File: src/rtl/cu_pkg.sv
// Shared types and encodings for the control unit sequencer and its decoder.
// CU_SINGLE_STEP_EN adds the STEP_WAIT state used after each retired instruction.
package cu_pkg;

  typedef enum logic [2:0] {
    INIT,
    FETCH_L,
    FETCH_H,
    EXEC,
    EXEC2,
    HALT
`ifdef CU_SINGLE_STEP_EN
    , STEP_WAIT
`endif
  } state_t;

`ifdef CU_SINGLE_STEP_EN
  localparam state_t RETIRE_STATE = STEP_WAIT;
`else
  localparam state_t RETIRE_STATE = FETCH_L;
`endif

  localparam logic [5:0] OP_BRA  = 6'h00;
  localparam logic [5:0] OP_BNE  = 6'h01;
  localparam logic [5:0] OP_LDI  = 6'h02;
  localparam logic [5:0] OP_ADD  = 6'h03;
  localparam logic [5:0] OP_SUB  = 6'h04;
  localparam logic [5:0] OP_LDAR = 6'h05;
  localparam logic [5:0] OP_LD   = 6'h06;
  localparam logic [5:0] OP_ST   = 6'h07;
  localparam logic [5:0] OP_HLT  = 6'h3F;

  localparam logic [2:0] FUN_DEC  = 3'b000;
  localparam logic [2:0] FUN_INC  = 3'b001;
  localparam logic [2:0] FUN_LOAD = 3'b010;
  localparam logic [2:0] FUN_CLR  = 3'b011;

  localparam logic [4:0] ALU_PASS_A = 5'b10000;
  localparam logic [4:0] ALU_ADD    = 5'b10100;
  localparam logic [4:0] ALU_SUB    = 5'b10110;

  localparam logic [1:0] MUX_ALU = 2'b00;
  localparam logic [1:0] MUX_MEM = 2'b10;
  localparam logic [1:0] MUX_IMM = 2'b11;

  localparam logic [1:0] OUTD_AR = 2'b00;
  localparam logic [1:0] OUTD_SP = 2'b01;
  localparam logic [1:0] OUTD_PC = 2'b10;

  // Active-low ARF enables, bit order {PC, AR, SP}
  localparam logic [2:0] ARF_EN_ALL  = 3'b000;
  localparam logic [2:0] ARF_EN_PC   = 3'b011;
  localparam logic [2:0] ARF_EN_AR   = 3'b101;
  localparam logic [2:0] ARF_EN_NONE = 3'b111;

  typedef struct packed {
    logic [2:0] rf_outa_sel;
    logic [2:0] rf_outb_sel;
    logic [2:0] rf_fun_sel;
    logic [2:0] arf_fun_sel;
    logic [3:0] rf_reg_sel;
    logic [3:0] rf_scr_sel;
    logic [4:0] alu_fun_sel;
    logic       alu_wf;
    logic [1:0] arf_outc_sel;
    logic [1:0] arf_outd_sel;
    logic [2:0] arf_reg_sel;
    logic       ir_write;
    logic       ir_lh;
    logic       mem_cs;
    logic       mem_wr;
    logic [1:0] mux_a_sel;
    logic [1:0] mux_b_sel;
    logic       mux_c_sel;
    logic       halted;
    logic       illegal;
  } ctrl_t;

  localparam int CTRL_W = $bits(ctrl_t);

  localparam ctrl_t CTRL_IDLE = '{
    rf_outa_sel:  3'b000,
    rf_outb_sel:  3'b000,
    rf_fun_sel:   3'b000,
    arf_fun_sel:  3'b000,
    rf_reg_sel:   4'b1111,
    rf_scr_sel:   4'b1111,
    alu_fun_sel:  5'b00000,
    alu_wf:       1'b0,
    arf_outc_sel: 2'b00,
    arf_outd_sel: 2'b00,
    arf_reg_sel:  ARF_EN_NONE,
    ir_write:     1'b0,
    ir_lh:        1'b0,
    mem_cs:       1'b1,
    mem_wr:       1'b0,
    mux_a_sel:    2'b00,
    mux_b_sel:    2'b00,
    mux_c_sel:    1'b0,
    halted:       1'b0,
    illegal:      1'b0
  };

  // Active-low one-hot RF enable; R1 sits in bit 3
  function automatic logic [3:0] rf_enable(input logic [1:0] r);
    return ~(4'b1000 >> r);
  endfunction

endpackage

File: src/rtl/cu_decode.sv
// Combinational control-bundle decoder: state, Run, IR contents and Z flag in,
// every datapath select/enable out.
module cu_decode
  import cu_pkg::*;
(
  input  logic [2:0]        state,
  input  logic              run,
  input  logic [15:0]       ir,
  input  logic              z_flag,
  output logic [CTRL_W-1:0] ctrl
);

  state_t     st;
  logic [5:0] opcode;
  logic [1:0] rd;
  logic [1:0] rs;
  ctrl_t      c;
  logic       unused_imm;

  assign st         = state_t'(state);
  assign opcode     = ir[15:10];
  assign rd         = ir[9:8];
  assign rs         = ir[7:6];
  assign unused_imm = ^ir[5:0];
  assign ctrl       = c;

  always_comb begin
    c = CTRL_IDLE;
    case (st)
      INIT: begin
        c.rf_fun_sel  = FUN_CLR;
        c.rf_reg_sel  = 4'b0000;
        c.rf_scr_sel  = 4'b0000;
        c.arf_fun_sel = FUN_CLR;
        c.arf_reg_sel = ARF_EN_ALL;
      end
      FETCH_L, FETCH_H: begin
        // Run gates only the low-byte fetch; the high byte always follows
        if (st == FETCH_H || run) begin
          c.arf_outd_sel = OUTD_PC;
          c.mem_cs       = 1'b0;
          c.ir_write     = 1'b1;
          c.ir_lh        = (st == FETCH_H);
          c.arf_fun_sel  = FUN_INC;
          c.arf_reg_sel  = ARF_EN_PC;
        end
      end
      EXEC: begin
        case (opcode)
          OP_BRA, OP_BNE: begin
            if (opcode == OP_BRA || !z_flag) begin
              c.mux_b_sel   = MUX_IMM;
              c.arf_fun_sel = FUN_LOAD;
              c.arf_reg_sel = ARF_EN_PC;
            end
          end
          OP_LDI: begin
            c.mux_a_sel  = MUX_IMM;
            c.rf_fun_sel = FUN_LOAD;
            c.rf_reg_sel = rf_enable(rd);
          end
          OP_ADD, OP_SUB: begin
            c.rf_outa_sel = {1'b0, rd};
            c.rf_outb_sel = {1'b0, rs};
            c.alu_fun_sel = (opcode == OP_ADD) ? ALU_ADD : ALU_SUB;
            c.alu_wf      = 1'b1;
            c.mux_a_sel   = MUX_ALU;
            c.rf_fun_sel  = FUN_LOAD;
            c.rf_reg_sel  = rf_enable(rd);
          end
          OP_LDAR: begin
            c.mux_b_sel   = MUX_IMM;
            c.arf_fun_sel = FUN_LOAD;
            c.arf_reg_sel = ARF_EN_AR;
          end
          OP_LD: begin
            c.arf_outd_sel = OUTD_AR;
            c.mem_cs       = 1'b0;
          end
          OP_ST: begin
            c.rf_outa_sel  = {1'b0, rd};
            c.alu_fun_sel  = ALU_PASS_A;
            c.mux_c_sel    = 1'b0;
            c.arf_outd_sel = OUTD_AR;
            c.mem_cs       = 1'b0;
            c.mem_wr       = 1'b1;
          end
          OP_HLT: ;
          default: c.illegal = 1'b1;
        endcase
      end
      EXEC2: begin
        c.arf_outd_sel = OUTD_AR;
        c.mem_cs       = 1'b0;
        c.mux_a_sel    = MUX_MEM;
        c.rf_fun_sel   = FUN_LOAD;
        c.rf_reg_sel   = rf_enable(rd);
      end
      HALT: c.halted = 1'b1;
      default: ;
    endcase
  end

endmodule

File: src/rtl/control_unit_sequencer.sv
// Multi-cycle control unit: INIT/FETCH_L/FETCH_H/EXEC/EXEC2/HALT sequencing with
// combinational control outputs. CU_SINGLE_STEP_EN adds a Step input and STEP_WAIT.
module control_unit_sequencer
  import cu_pkg::*;
(
  input  logic        Clock,
  input  logic        Reset,
  input  logic        Run,
`ifdef CU_SINGLE_STEP_EN
  input  logic        Step,
`endif
  input  logic [15:0] IROut,
  input  logic [3:0]  ALUOutFlag,
  output logic [2:0]  RF_OutASel,
  output logic [2:0]  RF_OutBSel,
  output logic [2:0]  RF_FunSel,
  output logic [2:0]  ARF_FunSel,
  output logic [3:0]  RF_RegSel,
  output logic [3:0]  RF_ScrSel,
  output logic [4:0]  ALU_FunSel,
  output logic        ALU_WF,
  output logic [1:0]  ARF_OutCSel,
  output logic [1:0]  ARF_OutDSel,
  output logic [2:0]  ARF_RegSel,
  output logic        IR_Write,
  output logic        IR_LH,
  output logic        Mem_CS,
  output logic        Mem_WR,
  output logic [1:0]  MuxASel,
  output logic [1:0]  MuxBSel,
  output logic        MuxCSel,
  output logic        Halted,
  output logic        Illegal
);

  state_t     state_reg;
  ctrl_t      ctrl;
  logic [5:0] opcode;
  logic       unused_flags;

  assign opcode       = IROut[15:10];
  assign unused_flags = ^ALUOutFlag[2:0];

  always_ff @(posedge Clock or negedge Reset) begin
    if (!Reset) begin
      state_reg <= INIT;
    end else begin
      case (state_reg)
        INIT:    state_reg <= FETCH_L;
        FETCH_L: if (Run) state_reg <= FETCH_H;
        FETCH_H: state_reg <= EXEC;
        EXEC: begin
          if (opcode == OP_LD)       state_reg <= EXEC2;
          else if (opcode == OP_HLT) state_reg <= HALT;
          else                       state_reg <= RETIRE_STATE;
        end
        EXEC2:   state_reg <= RETIRE_STATE;
        HALT:    state_reg <= HALT;
`ifdef CU_SINGLE_STEP_EN
        STEP_WAIT: if (Step) state_reg <= FETCH_L;
`endif
        default: state_reg <= INIT;
      endcase
    end
  end

  cu_decode u_decode (
    .state  (state_reg),
    .run    (Run),
    .ir     (IROut),
    .z_flag (ALUOutFlag[3]),
    .ctrl   (ctrl)
  );

  assign RF_OutASel  = ctrl.rf_outa_sel;
  assign RF_OutBSel  = ctrl.rf_outb_sel;
  assign RF_FunSel   = ctrl.rf_fun_sel;
  assign ARF_FunSel  = ctrl.arf_fun_sel;
  assign RF_RegSel   = ctrl.rf_reg_sel;
  assign RF_ScrSel   = ctrl.rf_scr_sel;
  assign ALU_FunSel  = ctrl.alu_fun_sel;
  assign ALU_WF      = ctrl.alu_wf;
  assign ARF_OutCSel = ctrl.arf_outc_sel;
  assign ARF_OutDSel = ctrl.arf_outd_sel;
  assign ARF_RegSel  = ctrl.arf_reg_sel;
  assign IR_Write    = ctrl.ir_write;
  assign IR_LH       = ctrl.ir_lh;
  assign Mem_CS      = ctrl.mem_cs;
  // A write strobe is never presented without chip select
  assign Mem_WR      = ctrl.mem_wr & ~ctrl.mem_cs;
  assign MuxASel     = ctrl.mux_a_sel;
  assign MuxBSel     = ctrl.mux_b_sel;
  assign MuxCSel     = ctrl.mux_c_sel;
  assign Halted      = ctrl.halted;
  assign Illegal     = ctrl.illegal;

endmodule

File: config.mk
export PLATFORM = sky130hd
export DESIGN_NAME = control_unit_sequencer
export DESIGN_NICKNAME = d
export VERILOG_FILES = /design/src/rtl/cu_pkg.sv /design/src/rtl/cu_decode.sv /design/src/rtl/control_unit_sequencer.sv
export SDC_FILE = /design/constraint.sdc
export NUM_CORES = 1
export LEC_CHECK = 0
export ABC_AREA = 1
export CAP_MARGIN = 20
export CORE_ASPECT_RATIO = 1.2
export CORE_MARGIN = 3
export CORE_UTILIZATION = 29
export DETAILED_ROUTE_END_ITERATION = 7
export PLACE_DENSITY = 0.83
export SLEW_MARGIN = 10
export SYNTH_ARGS = -nofsm -noshare
export SYNTH_HDL_FRONTEND = slang
export SYNTH_HIERARCHICAL = 1
export SYNTH_SLANG_ARGS = --single-unit
File: constraint.sdc
create_clock -name Clock -period 1.1 [get_ports Clock]
set_input_delay 0.11 -clock Clock [delete_from_list [all_inputs] [get_ports Clock]]
set_output_delay 0.11 -clock Clock [all_outputs]
set_load 0.05 [all_outputs]
==> flow_summary.rst <==
.. list-table::
   :header-rows: 1

   * - Metric
     - Value
   * - Largest net degree at the start of global routing
     - 10
   * - Portion of the post-synthesis area used by sequential elements
     - 9.27%
   * - Critical path startpoint
     - state_reg[2]
   * - Fraction of met3 tracks used by global routing
     - 2.33%
   * - GPL Wtd Cong
     - 0.788
   * - Hold Crit Class
     - in -> async
   * - Post-Syn Area per Cell
     - 5.43 um2
   * - Maximum Capacitance Violations
     - 0
   * - Cell with the most instances after synthesis
     - sky130_fd_sc_hd__nand2_1
   * - Maximum fanout encountered on the critical timing path
     - 5
   * - Clk buf depth
     - 2
   * - Critical R2R Launch
     - state_reg[0]
   * - Detail Route Antenna Nets
     - 0
   * - Total DRC errors in the routed layout
     - 0
   * - Proportion of total power due to net switching
     - 56.3%
   * - Async set-or-reset flop fraction in the synthesized netlist
     - 100%
   * - Final min period
     - 1600 ps
   * - Global-route usage over all layers
     - 19.7%
   * - Power share of the clock group
     - 3.0%
   * - Area added between synthesis and finish
     - 166%
   * - DRT Wirelength
     - 3950 um
   * - Leakage dissipation
     - 0.00106 uW
   * - Power per Cell Area
     - 2890 nW/um2
   * - Synthesis-stage register bit count
     - 3
   * - Portion of total power attributed to combinational logic
     - 93.0%
   * - Area inside the core boundary
     - 2600 um2
   * - Wirelength per Cell
     - 15.1 um
   * - Number of synthesis warnings
     - 6
   * - Max FFs per register
     - 3
   * - Synth area leaders
     - sky130_fd_sc_hd__nand2_1, sky130_fd_sc_hd__buf_4, sky130_fd_sc_hd__inv_1
   * - Starting utilization of the core area
     - 31.1%
   * - Arrival @ worst endpoint
     - 1490 ps
   * - Cell area after synthesis
     - 810 um2
   * - PortBufs
     - 47
   * - Busiest grt layer
     - met2
   * - Final Hold Vio Count
     - 0
   * - Setup repair after global routing missed its margin
     - yes
   * - DP Wirelength
     - 2410 um
   * - Antenna violations before repair
     - 0
   * - GR Overflow Total
     - 0
   * - Final worst slack
     - -502 ps
   * - Violations in the final reports
     - negative setup slack
   * - Synth Instances
     - 149
   * - Worst clock skew
     - 0.206 ps
   * - Number of endpoints failing setup at the final stage
     - 36
   * - I/O pin cnt
     - 67
   * - Sequential group share of total power
     - 4.0%
   * - TritonCTS Buffers
     - 3
   * - First-pass GRT wire length
     - 5230 um
   * - Top flip-flop cell by instance count after synthesis
     - sky130_fd_sc_hd__dfrtp_1
   * - Count of cell types in the netlist
     - 22
   * - Net Switching
     - 3510 uW
   * - Via-per-instance ratio
     - 4.76
   * - Met1 capacity usage during global routing
     - 19.4%
   * - Root cell of the clock tree
     - sky130_fd_sc_hd__clkbuf_4
   * - Internal power component
     - 2730 uW
   * - Std-Cell Rows
     - 20
   * - Critical path class
     - reg -> out
   * - CTS H-tree lvls
     - 1
   * - Fraction of the core area covered by cells at the end of the flow
     - 82.8%
   * - Nature of the critical path endpoint
     - output pin
   * - Cell type with the highest aggregate area in the netlist
     - sky130_fd_sc_hd__nand2_1
   * - Number of flops mapped to enable cells by yosys
     - 0
   * - Clock input transition at the sequential cells of the worst setup and hold paths
     - 40 ps
   * - Filler Cell Count
     - 141
   * - Clock sink count
     - 3
   * - Data required time of the worst path
     - 990 ps
   * - Vias in the first global route
     - 1,228
   * - Net count, final
     - 253
   * - Layout cells sized above 1
     - 63.3%
   * - Area share of the leading cell type in the synthesized netlist
     - 15.3%
   * - F_max
     - 0.624 GHz
   * - Vias after detailed routing
     - 1,247
   * - Clock insertion delay at the later pin of the skew report
     - 220 ps
   * - Total count of max-transition violations in the final report
     - 0
   * - TritonCTS clock tree
     - done
   * - Worst hold-check slack
     - 68.0 ps
   * - N_diodes
     - 0
   * - Run status
     - finished, violations left
   * - Chip height
     - 63.9 um
   * - Detailed router's first-iteration violation count
     - 24
   * - Share of the cycle needed by the critical path after routing
     - 146%
   * - First-pass detailed-route iteration total
     - 4
   * - Maximum vdd drop
     - 0.00242 V
   * - Global-route track usage on met2
     - 38.3%
   * - Total die area
     - 3460 um2
   * - Sort of element at the start of the critical path
     - flop
   * - Commonest cells post-synth
     - sky130_fd_sc_hd__nand2_1, sky130_fd_sc_hd__inv_1, sky130_fd_sc_hd__nand3_1
   * - Width of the die
     - 54.2 um
[power by group through the flow]
stage | Combinational [uW] | Clock, uW | Sequential, uW
final | 5800 | 185 | 251
after detailed placement | 4830 | 0 | 235
after floorplan | 2860 | 0 | 253
after CTS | 5330 | 201 | 232
after global routing | 6030 | 198 | 257
after global placement | 4770 | 0 | 231
[final timing paths]
kind / endpoint / slack (ps) / cells after the start
max: Mem_WR / -500 / 7
min: state_reg[1] / 70 / 1
max reg2reg: state_reg[1] / -90 / 7
min reg2reg: state_reg[2] / 830 / 3
max in group asynchronous: state_reg[2] / 880 / 1
min in group Clock: state_reg[0] / 400 / 6
[metal layers]
layer  vias to the layer above  share of wire (%)
met5                         -                  0
met4                         0                2.9
met3                        12                5.8
met2                        56                 59
met1                       587                 32
li1                        592                  -
[cell type report]
type	count	area, um2	area share (%)
Clock buffer	4	26.3	1.22
Multi-Input combinational cell	106	832	38.6
Sequential cell	3	78.8	3.66
Timing Repair Buffer	83	1020	47.4
Tap cell	33	41.3	1.92
Inverter	33	155	7.20
[kinds of logic (layout without fill, tap and decap cells)]
group | count (synthesis) | after routing | synth area share [%]
flip-flops | 3 | 3 | 9.27
AND/OR/NAND/NOR | 86 | 86 | 52.7
other | 1 | 10 | 0.463
buffers and inverters | 49 | 120 | 30.4
AO/OA/AOI/OAI | 10 | 10 | 7.11
[critical path, cell delays in order, from the launching register on]
cell and delay [ps]:
sky130_fd_sc_hd__dfrtp_2 420, sky130_fd_sc_hd__inv_4 90, sky130_fd_sc_hd__nand3_4 130, sky130_fd_sc_hd__buf_4 190, sky130_fd_sc_hd__nand3_2 80, sky130_fd_sc_hd__nand3_4 90, sky130_fd_sc_hd__nor2_4 110, sky130_fd_sc_hd__buf_12 140
[placed cells by master (no fill, tap or decap), drive strengths merged]
master,synthesis,final
buf,16,70
nand2,38,38
inv,33,32
nor2,21,21
nand3,19,19
conb,1,10
clkdlybuf4s50,0,7
o21ai,7,7
dlygate4sd2,0,5
clkbuf,0,5
nor3,4,4
dfrtp,3,3
nand4,3,3
a21oi,3,3
clkinvlp,0,1
or2,1,1
[what timing repair did]
| action | CTS | global route |
|---|---|---|
| resized for setup | 46 | 22 |
| endpoints found under the setup margin | 35 | 37 |
| buffers inserted | 5 | 5 |
| pin swaps | 18 | 10 |
| cloned | 0 | 0 |
| hold buffers | 0 | 0 |
[per-stage QoR]
stage | cells | TNS [ps] | area [um2] | power, uW | setup slack [ps]
floorplan | 158 | -8870 | 1020 | 3110 | -396
global placement | 248 | -12730 | 1840 | 5000 | -615
detailed placement | 248 | -13890 | 1840 | 5060 | -681
CTS | 257 | -13600 | 2040 | 5760 | -498
global route | 262 | -16490 | 2150 | 6480 | -560
finish | 262 | -14690 | 2150 | 6230 | -502
No activity file was read; power rests on OpenSTA's default activity.
